**src/rtl/ber_sync_checker_pkg.sv**
```systemverilog
// Shared state encoding and default sizing for the BER sync checker.
// Every file of the checker imports this package.
package ber_sync_checker_pkg;

   typedef enum logic [1:0] {
      ST_FILL   = 2'd0,
      ST_SEARCH = 2'd1,
      ST_LOCK   = 2'd2
   } state_t;

   localparam int DELAY_MAX_DEF = 511;
   localparam int NB_DLY_DEF    = 9;
   localparam int WIN_LEN_DEF   = 256;
   localparam int LOSS_THR_DEF  = 16;
   localparam int NB_CNT_DEF    = 64;

endpackage

```
**src/rtl/ber_delay_line.sv**
```systemverilog
// Reference-bit delay line: a shift register with a delay-select tap.
// Tap 0 is the live input; tap d (d>0) is the bit shifted in d steps ago.
module ber_delay_line
   import ber_sync_checker_pkg::*;
#(
   parameter int DELAY_MAX = DELAY_MAX_DEF,
   parameter int NB_DLY    = NB_DLY_DEF
) (
   input  logic              clock,
   input  logic              rst_n,
   input  logic              shift_en,
   input  logic              din,
   input  logic [NB_DLY-1:0] delay,
   output logic              ref_d
);

   logic [DELAY_MAX-1:0] sr_r;

   // Shift the reference history by one position per step.
   always_ff @(posedge clock or negedge rst_n) begin
      if (!rst_n) begin
         sr_r <= '0;
      end else if (shift_en) begin
         sr_r <= {sr_r[DELAY_MAX-2:0], din};
      end else begin
         sr_r <= sr_r;
      end
   end

   // Select the delayed reference from the pre-shift contents.
   always_comb begin
      ref_d = 1'b0;
      if (delay == '0) begin
         ref_d = din;
      end else if (int'(delay) <= DELAY_MAX) begin
         ref_d = sr_r[delay - NB_DLY'(1)];
      end else begin
         ref_d = 1'b0;
      end
   end

endmodule

```
**config.mk**
```make
export PLATFORM = sky130hd
export DESIGN_NAME = ber_delay_line
export DESIGN_NICKNAME = d
export VERILOG_FILES = /design/src/rtl/ber_sync_checker_pkg.sv /design/src/rtl/ber_delay_line.sv
export SDC_FILE = /design/constraint.sdc
export NUM_CORES = 1
export LEC_CHECK = 0
export BUFFER_PORTS_ARGS = -buffer_cell sky130_fd_sc_hd__buf_2
export CAP_MARGIN = 0
export CORE_MARGIN = 8
export CORE_UTILIZATION = 50
export DETAILED_ROUTE_END_ITERATION = 12
export PLACE_DENSITY = 0.65
export SYNTH_ARGS = -nofsm -noshare
export SYNTH_HDL_FRONTEND = slang
export SYNTH_SLANG_ARGS = --single-unit
```
**constraint.sdc**
```tcl
create_clock -name clock -period 14.1 [get_ports clock]
set_clock_uncertainty 0.2 [all_clocks]
set_input_delay 1.41 -clock clock [delete_from_list [all_inputs] [get_ports clock]]
set_output_delay 1.41 -clock clock [all_outputs]
set_load 0.01 [all_outputs]
```
==> metrics.md, run 1 <==
| Metric | Value |
|---|---|
| Number of setup buffers added after CTS | `0` |
| Area delta synth->final | `10.40%` |
| Post-DP HPWL | `26.00 mm` |
| Top FF cell, synth | `dfrtp_1` |
| Post-CTS Hold Buffers | `0` |
| DR iter-0 viols | `702` |
| Fraction of registers with async set/reset | `1.000` |
| Flop-to-flop setup slack | `13.08 ns` |
| Post-route cell area | `25,740 um2` |
| Pleak | `12.27 nW` |
| Arr. time, crit path | `6.17 ns` |
| Largest regs | `sr_r x511` |
| Leading area contributor after synthesis | `dfrtp_1` |
| Initial antenna violation count | `0` |
| Startpoint types | `primary input` |
| CP required | `12.49 ns` |
| Mapped Cells | `1,537` |
| Hold Crit Class | `reg2reg` |
| DIE AREA | `53,790 um2` |
| Measured slew at the worst slew-check pin | `1.155 ns` |
| Initial core utilization | `0.5040` |
| Nets | `1,534` |
| WHS Endpoint | `sr_r[510]$_DFFE_PN0P_` |
| R2r startpoint | `sr_r[320]$_DFFE_PN0P_` |
| WL/cell | `20.22 um` |
| Largest net degree at the start of global routing | `152` |
| Total grt overflow | `0` |
| Setup Viol. Count Final | `0` |
| Hold Path Origin | `sr_r[510]$_DFFE_PN0P_` |
| Antenna viol nets, final | `0` |
| Net Count, Synth | `1,552` |
| Final Hold Vio Count | `0` |
| Worst-Skew Late Latency | `0.59 ns` |
| Max Cap Viol | `0` |
| Setup tns final | `0 ns` |
| WHS Path Cells | `1` |
| CP max-delay cell | `buf_4` |
| R2r worst-path depth | `1` |
| Part of the Yosys area used for sequential elements | `0.5485` |
| H-tree depth | `2` |
| Clk sink count | `511` |
| RD Place Congestion | `0.7597` |
| Largest reg by FF count | `sr_r` |
| Min cycle time layout | `7.784 ns` |
| Mapped cell area | `23,310 um2` |
| Avg Vias per Cell | `5.878` |
| Status | `complete, no violations` |
| Share of the synthesized area in the top cell type | `0.5485` |
| CTS Buf Count | `53` |
| Pre-antenna DRT Iters | `5` |
| Crit-path cells | `buf_6 -> clkinv_1 -> ha_4 -> buf_4 -> nor2b_1 -> o2bb2ai_1 -> mux2i_1 -> mux4_2 -> nand2_1 -> a32oi_1 -> a211oi_1 -> o32a_1 -> buf_2` |
| Global-route wire length before repair | `74.41 mm` |
| RSZ-0062 raised after global routing | `no` |
| Max reg flops | `511` |
| Slew HR | `0.2303` |
| Via Count | `12,740` |
| Clk buf depth | `3` |
| Worst R2R End | `sr_r[321]$_DFFE_PN0P_` |
| Synth top area cells | `dfrtp_1 (55%), mux2_2 (25%), mux4_2 (11%)` |
| Post-cts repair resize count | `0` |
| Vias in the first global route | `13,530` |
| Peak supply drop | `0.1331 mV` |
| Placed cell area | `23,930 um2` |
| Power per Cell Area | `124.8 nW/um2` |
| Ratio of cells with drive above 1 in the final layout | `0.4830` |
| Final period util | `0.5520` |
| Root buf cell | `clkbuf_16` |
| CTS tree | `built` |
| Die height | `231.9 um` |
| Total GRT Usage | `0.1692` |
| Yosys cell types | `53` |
| Final Routed Wirelength | `43.84 mm` |
| Io pins | `14` |
| # DRC | `0` |
| Row count | `79` |
| Post-synthesis register bit count | `511` |
| Number of flops mapped to enable cells by yosys | `0` |
| Die width | `231.9 um` |
| CP max stage delay | `0.79 ns` |
| Fmax achieved | `0.1285 GHz` |
| Core box area | `46,260 um2` |
| Critical path type | `in2out` |
| Yosys warning total | `0` |
| Crit-path max FO | `62` |
| Post-Syn Area per Cell | `15.17 um2` |
| Diodes inserted | `0` |
| # port buffers | `13` |
| Final slew viol count | `0` |
| Setup crit end kind | `primary output` |
| Filler Cells Inserted | `3,683` |
| CTS clk-pin slew, worst paths | `0.06 ns` |
==> where the power goes <==
| group | total [mW] | switching, mW | internal (mW) |
|---|---|---|---|
| clock network | 1.42 | 0.564 | 0.858 |
| logic | 0.260 | 0.150 | 0.110 |
| registers | 1.53 | 0.0267 | 1.50 |
==> worst max-delay path, delay by kind of cell <==
family / cells / cell delay [ns]
AO/OA/AOI/OAI: 4 / 0.97
adder cells (fa/ha/maj): 1 / 0.61
buffers and inverters: 4 / 1.82
multiplexers: 2 / 0.58
AND/OR/NAND/NOR: 2 / 0.64
==> cell usage after synthesis (all sizes together) (2+ instances only) <==
cell type / number
a221oi: 2
and2: 5
a31oi: 4
a32oi: 5
nand3: 42
nor4: 2
mux2i: 36
o21ai: 7
mux2: 511
nand4: 9
a21oi: 10
o311a: 3
a311oi: 2
a41oi: 6
clkbuf: 79
ha: 2
nor3b: 2
and3: 2
nor3: 5
nor2b: 4
mux4: 113
nor2: 8
a2111oi: 6
dfrtp: 511
o21a: 3
inv: 2
buf: 31
a211oi: 2
o211ai: 2
xor2: 3
xnor2: 4
nand2: 98
==> per-stage QoR <==
stage | worst slack, ns | hold WS [ns] | cells | utilization | power (mW)
detailed placement | 6.246 | 0.2997 | 2071 | 0.5173 | 1.820
global placement | 6.337 | 0.2894 | 2071 | 0.5173 | 1.817
global route | 5.958 | 0.3220 | 2168 | 0.5564 | 3.346
floorplan | 7.262 | 0.2800 | 1537 | - | 1.728
CTS | 6.247 | 0.3094 | 2168 | 0.5564 | 3.260
finish | 6.316 | 0.3133 | 2168 | 0.5564 | 3.213
==> metal layers <==
| metal | track usage | wire length, um | part of all wire | up-vias |
|---|---|---|---|---|
| met5 | 0 | 0 | 0 | - |
| met4 | 0.04348 | 887 | 0.020 | 0 |
| met3 | 0.03249 | 1545 | 0.035 | 70 |
| met2 | 0.2663 | 20720 | 0.47 | 153 |
| met1 | 0.2405 | 20690 | 0.47 | 6805 |
| li1 | - | - | - | 5716 |
==> final cells by class <==
cell class	count	area, um2	share of cell area
flip-flops and latches	511	12790	0.4968
inverters	3	11.26	0.0004375
multi-input cells	913	10100	0.3924
well taps	607	759.5	0.02951
clock inverters	8	93.84	0.003646
clock buffers	89	1714	0.06660
repair buffers	37	271.5	0.01055
==> logic make-up (layout without fill, tap and decap cells) <==
group / after synthesis / after routing / share of synthesized area
xor+xnor: 7 / 7 / 0.002630
compound gates: 64 / 64 / 0.02088
buf+inv: 113 / 137 / 0.02066
fa+ha+maj: 2 / 2 / 0.001073
mux: 660 / 660 / 0.3714
simple gates: 180 / 180 / 0.03483
flops: 511 / 511 / 0.5485
==> worst max-delay path by stage <==
stage	from	cells after the start	end
CTS	delay[0]	13	ref_d
detailed placement	delay[0]	13	ref_d
finish	delay[0]	13	ref_d
floorplan	delay[0]	18	ref_d
global route	delay[0]	13	ref_d
global placement	delay[0]	13	ref_d
==> cell usage in the layout (no fill, tap or decap), types with 3 or more instances in the layout <==
| cell type | synthesis | final |
|---|---|---|
| a2111oi_0 | 5 | 5 |
| clkbuf_8 | 0 | 21 |
| mux2_2 | 511 | 511 |
| nand3_1 | 42 | 42 |
| a32oi_1 | 5 | 5 |
| clkbuf_16 | 0 | 55 |
| a31oi_1 | 4 | 4 |
| nor2b_1 | 4 | 4 |
| clkinv_2 | 0 | 5 |
| nor2_1 | 8 | 7 |
| dfrtp_1 | 511 | 511 |
| nand2_1 | 98 | 98 |
| a41oi_1 | 6 | 6 |
| nor3_1 | 5 | 5 |
| nand4_1 | 9 | 9 |
| buf_2 | 16 | 10 |
| o21a_1 | 3 | 3 |
| buf_4 | 4 | 24 |
| mux2i_1 | 36 | 36 |
| and2_1 | 3 | 3 |
| a21oi_1 | 10 | 10 |
| mux4_2 | 113 | 113 |
| o311a_1 | 3 | 3 |
| o21ai_0 | 7 | 7 |
| clkbuf_1 | 79 | 13 |
No activity file was read; power rests on OpenSTA's default activity.
==> inputs of run 2 (changes only) <==
--- a/config.mk
+++ b/config.mk
@@ -5,6 +5,7 @@
 export SDC_FILE = /design/constraint.sdc
 export NUM_CORES = 1
 export LEC_CHECK = 0
+export ABC_AREA = 1
 export BUFFER_PORTS_ARGS = -buffer_cell sky130_fd_sc_hd__buf_2
 export CAP_MARGIN = 0
 export CORE_MARGIN = 8
==> constraint.sdc (replaced) <==
create_clock -name clock -period 8.09 [get_ports clock]
set_clock_uncertainty 0.2 [all_clocks]
set_input_delay 0.809 -clock clock [delete_from_list [all_inputs] [get_ports clock]]
set_output_delay 0.809 -clock clock [all_outputs]
set_load 0.01 [all_outputs]
==> run 2 against run 1 <==
Die area increased by 3.9%; first-iteration DRC count increased to 2.6 times the previous value; hold slack got worse by 0.051 ns; sequential power increased by 110%; global-route usage increased by 3.2 points; critical path depth increased by 3; largest cell class unchanged.
==> metrics.md, run 2 <==
| Metric | Value |
|---|---|
| RSZ-0062 raised after global routing | `no` |
| Ratio of cells with drive above 1 in the final layout | `0.04581 (-0.4372)` |
| CTS clk-pin slew, worst paths | `0.06 ns (about the same)` |
| Final Total Pwr | `6.827 mW (+110%)` |
| Most frequent cell after synthesis | `nand2_1` |
| Largest reg by FF count | `sr_r` |
| H-tree depth | `2 (unchanged)` |
| Worst-Skew Late Latency | `0.60 ns (about the same)` |
| Final Routed Wirelength | `55.64 mm (+27%)` |
| Total GRT Usage | `0.2010 (+0.03182)` |
| Part of the Yosys area used for sequential elements | `0.5263 (-0.02215)` |
| Initial antenna violation count | `0 (unchanged)` |
| Fmax achieved | `0.1776 GHz` |
| Mapped cell area | `24,290 um2 (+4.2%)` |
| Root buf cell | `clkbuf_16` |
| Mapped Cells | `3,131 (+100%)` |
| RD Place Congestion | `0.7833 (+3.1%)` |
| # DRC | `0 (unchanged)` |
| Most common cell after layout, fill and taps aside | `nand2_1` |
| Vias in the first global route | `18,800 (+39%)` |
| Global-route wire length before repair | `94.79 mm (+27%)` |
| Yosys cell types | `23 (-57%)` |
| Synth top cells by count | `nand2_1 (827), dfrtp_1 (511), o21ai_0 (415), nand3_1 (413), inv_1 (409)` |
| Avg Vias per Cell | `5.311 (-9.7%)` |
| Setup Viol. Count Final | `0 (unchanged)` |
| Most frequent cells in the layout | `nand2_1 (826), dfrtp_1 (511), o21ai_0 (415)` |
| Yosys warning total | `0 (unchanged)` |
| CP Capture Point | `ref_d` |
| Core box area | `47,850 um2 (+3.4%)` |
| Peak supply drop | `0.1604 mV (+21%)` |
| Hold Crit Class | `in2reg` |
| Share of the synthesized area in the top cell type | `0.5263 (-0.02215)` |
| Crit-path max FO | `83 (+34%)` |
| Max Cap Viol | `0 (unchanged)` |
| Pleak | `12.66 nW (+3.2%)` |
| Largest regs | `sr_r x511` |
| Io pins | `14 (unchanged)` |
| Min cycle time layout | `5.631 ns` |
| Worst slack, placed | `2.508 ns (-3.738 ns)` |
| Filler Cells Inserted | `4,435 (+20%)` |
| Die width | `236.4 um (+1.9%)` |
| Status | `complete, no violations` |
| Post-synthesis register bit count | `511 (unchanged)` |
| CTS Buf Count | `55 (+3.8%)` |
| Final setup margin | `2.459 ns (-3.858 ns)` |
| Antenna viol nets, final | `0 (unchanged)` |
| Fraction of registers with async set/reset | `1.000 (unchanged)` |
| Power per Cell Area | `258.4 nW/um2 (+110%)` |
| WL/cell | `15.16 um (-25%)` |
| Final slew viol count | `0 (unchanged)` |
| Clk buf depth | `3 (unchanged)` |
| Setup tns final | `0 ns (unchanged)` |
| Total grt overflow | `0 (unchanged)` |
| R2r worst-path depth | `2 (+1)` |
| Crit. Startpoint | `delay[0]` |
| Area delta synth->final | `8.735%` |
| # port buffers | `13 (unchanged)` |
| Startpoint types | `primary input` |
| Synth top area cells | `dfrtp_1 (53%), nand2_1 (13%), o21ai_0 (8.5%)` |
| Pre-antenna DRT Iters | `5 (unchanged)` |
| Die height | `236.4 um (+1.9%)` |
| Initial core utilization | `0.5078 (+0.003791)` |
| CP required | `7.08 ns (-5.41 ns)` |
| Row count | `80 (+1.3%)` |
| Setup crit end kind | `primary output` |
| Final period util | `0.6961` |
| Max reg flops | `511 (unchanged)` |
| Arr. time, crit path | `4.62 ns (-1.55 ns)` |
| Leading area contributor after synthesis | `dfrtp_1` |
| Flop-to-flop setup slack | `7.03 ns (-6.05 ns)` |
| Measured slew at the worst slew-check pin | `1.256 ns (+0.1019 ns)` |
| DIE AREA | `55,900 um2 (+3.9%)` |
| Final Hold Vio Count | `0 (unchanged)` |
| Placed cell area | `24,510 um2 (+2.4%)` |
| Worst R2R End | `sr_r[128]$_DFFE_PN0P_` |
| Slew HR | `0.1614 (-0.06884)` |
| CTS tree | `built` |
| Post-DP HPWL | `30.69 mm (+18%)` |
| DR iter-0 viols | `1,842 (+160%)` |
| Diodes inserted | `0 (unchanged)` |
| Top FF cell, synth | `dfrtp_1` |
| Critical path type | `in2out` |
| Clk sink count | `511 (unchanged)` |
| Nets | `3,026 (+97%)` |
| Via Count | `19,500 (+53%)` |
| Post-route cell area | `26,420 um2 (+2.6%)` |
| Net Count, Synth | `3,146 (+100%)` |
| R2r startpoint | `sr_r[127]$_DFFE_PN0P_` |
| Post-Syn Area per Cell | `7.759 um2 (-49%)` |
| Number of flops mapped to enable cells by yosys | `0 (unchanged)` |
| Largest net degree at the start of global routing | `209 (+38%)` |
## run 2: changes by cell type in the layout (fill, tap and decap cells not counted), sizes merged, moves of 108 or more
cell | previous run | this run
nand2 | 98 | 827
mux2 | 511 | 0
inv | 3 | 413
o21ai | 7 | 415
nand3 | 42 | 413
a21oi | 10 | 130
mux4 | 113 | 0
nor2 | 8 | 116
## run 2: power by group
| group | internal [mW] | total [mW] | switching [mW] |
|---|---|---|---|
| Combinational | 0.348 | 1.07 | 0.727 |
| Sequential | 2.95 | 3.16 | 0.212 |
| Clock | 1.56 | 2.59 | 1.03 |
## run 2: worst min-delay path by stage
stage / start / endpoint / slack, ns / cells after the start
floorplan: sr_r[99]$_DFFE_PN0P_ / sr_r[100]$_DFFE_PN0P_ / 0.25 / 2
global placement: sr_r[346]$_DFFE_PN0P_ / sr_r[347]$_DFFE_PN0P_ / 0.26 / 2
detailed placement: sr_r[83]$_DFFE_PN0P_ / sr_r[84]$_DFFE_PN0P_ / 0.26 / 2
CTS: din / sr_r[0]$_DFFE_PN0P_ / 0.23 / 3
global route: din / sr_r[0]$_DFFE_PN0P_ / 0.29 / 3
finish: din / sr_r[0]$_DFFE_PN0P_ / 0.26 / 3
## run 2: cells by family (layout without fill, tap and decap cells)
logic type	Yosys count	in the layout	share of synthesized area
simple gates	1361	1361	0.2321
buf+inv	632	557	0.1026
compound gates	620	620	0.1354
flops	511	511	0.5263
xor+xnor	5	5	0.002421
fa+ha+maj	2	2	0.001030
## run 2: worst max-delay path, stage by stage
cell     delay [ns]
buf_8          0.17
inv_6          0.56
ha_4           0.33
inv_4          0.69
buf_4          0.50
nand3_1        0.13
nand3_1        0.10
nand3_1        0.07
nand3_1        0.11
nand3_1        0.19
nand3_1        0.14
nand3_1        0.10
nand3_1        0.16
nand3_1        0.17
nand2_1        0.11
buf_2          0.13
## run 2: stage by stage
| step | hold slack, ns | util | cells |
|---|---|---|---|
| after floorplan | 0.2498 | - | 3131 |
| after global routing | 0.2865 | 0.5521 | 3671 |
| after detailed placement | 0.2619 | 0.5123 | 3568 |
| after global placement | 0.2568 | 0.5123 | 3568 |
| after CTS | 0.2348 | 0.5521 | 3671 |
| final | 0.2623 | 0.5521 | 3671 |
## run 2: final cells by class
type                    count  area (um2)  area share
flip-flops and latches    511       12790      0.4841
repair buffers             42       377.9     0.01430
well taps                 615       769.5     0.02913
clock inverters            13       148.9    0.005636
multi-input cells        1988        9029      0.3418
inverters                 413        1558     0.05897
clock buffers              89        1747     0.06612
## run 2: metal layers
layer | wire [um] | share of wire | GRT usage
met5 | 0 | 0 | 0
met4 | 1332 | 0.024 | 0.06085
met3 | 2820 | 0.051 | 0.03125
met2 | 25580 | 0.46 | 0.3239
met1 | 25910 | 0.47 | 0.2784
## run 2: what timing repair did
item | CTS | global route
resized for setup | 0 | 0
buffers inserted | 0 | 0
hold buffers | 1 | 0
hold endpoints to repair | 41 | 0
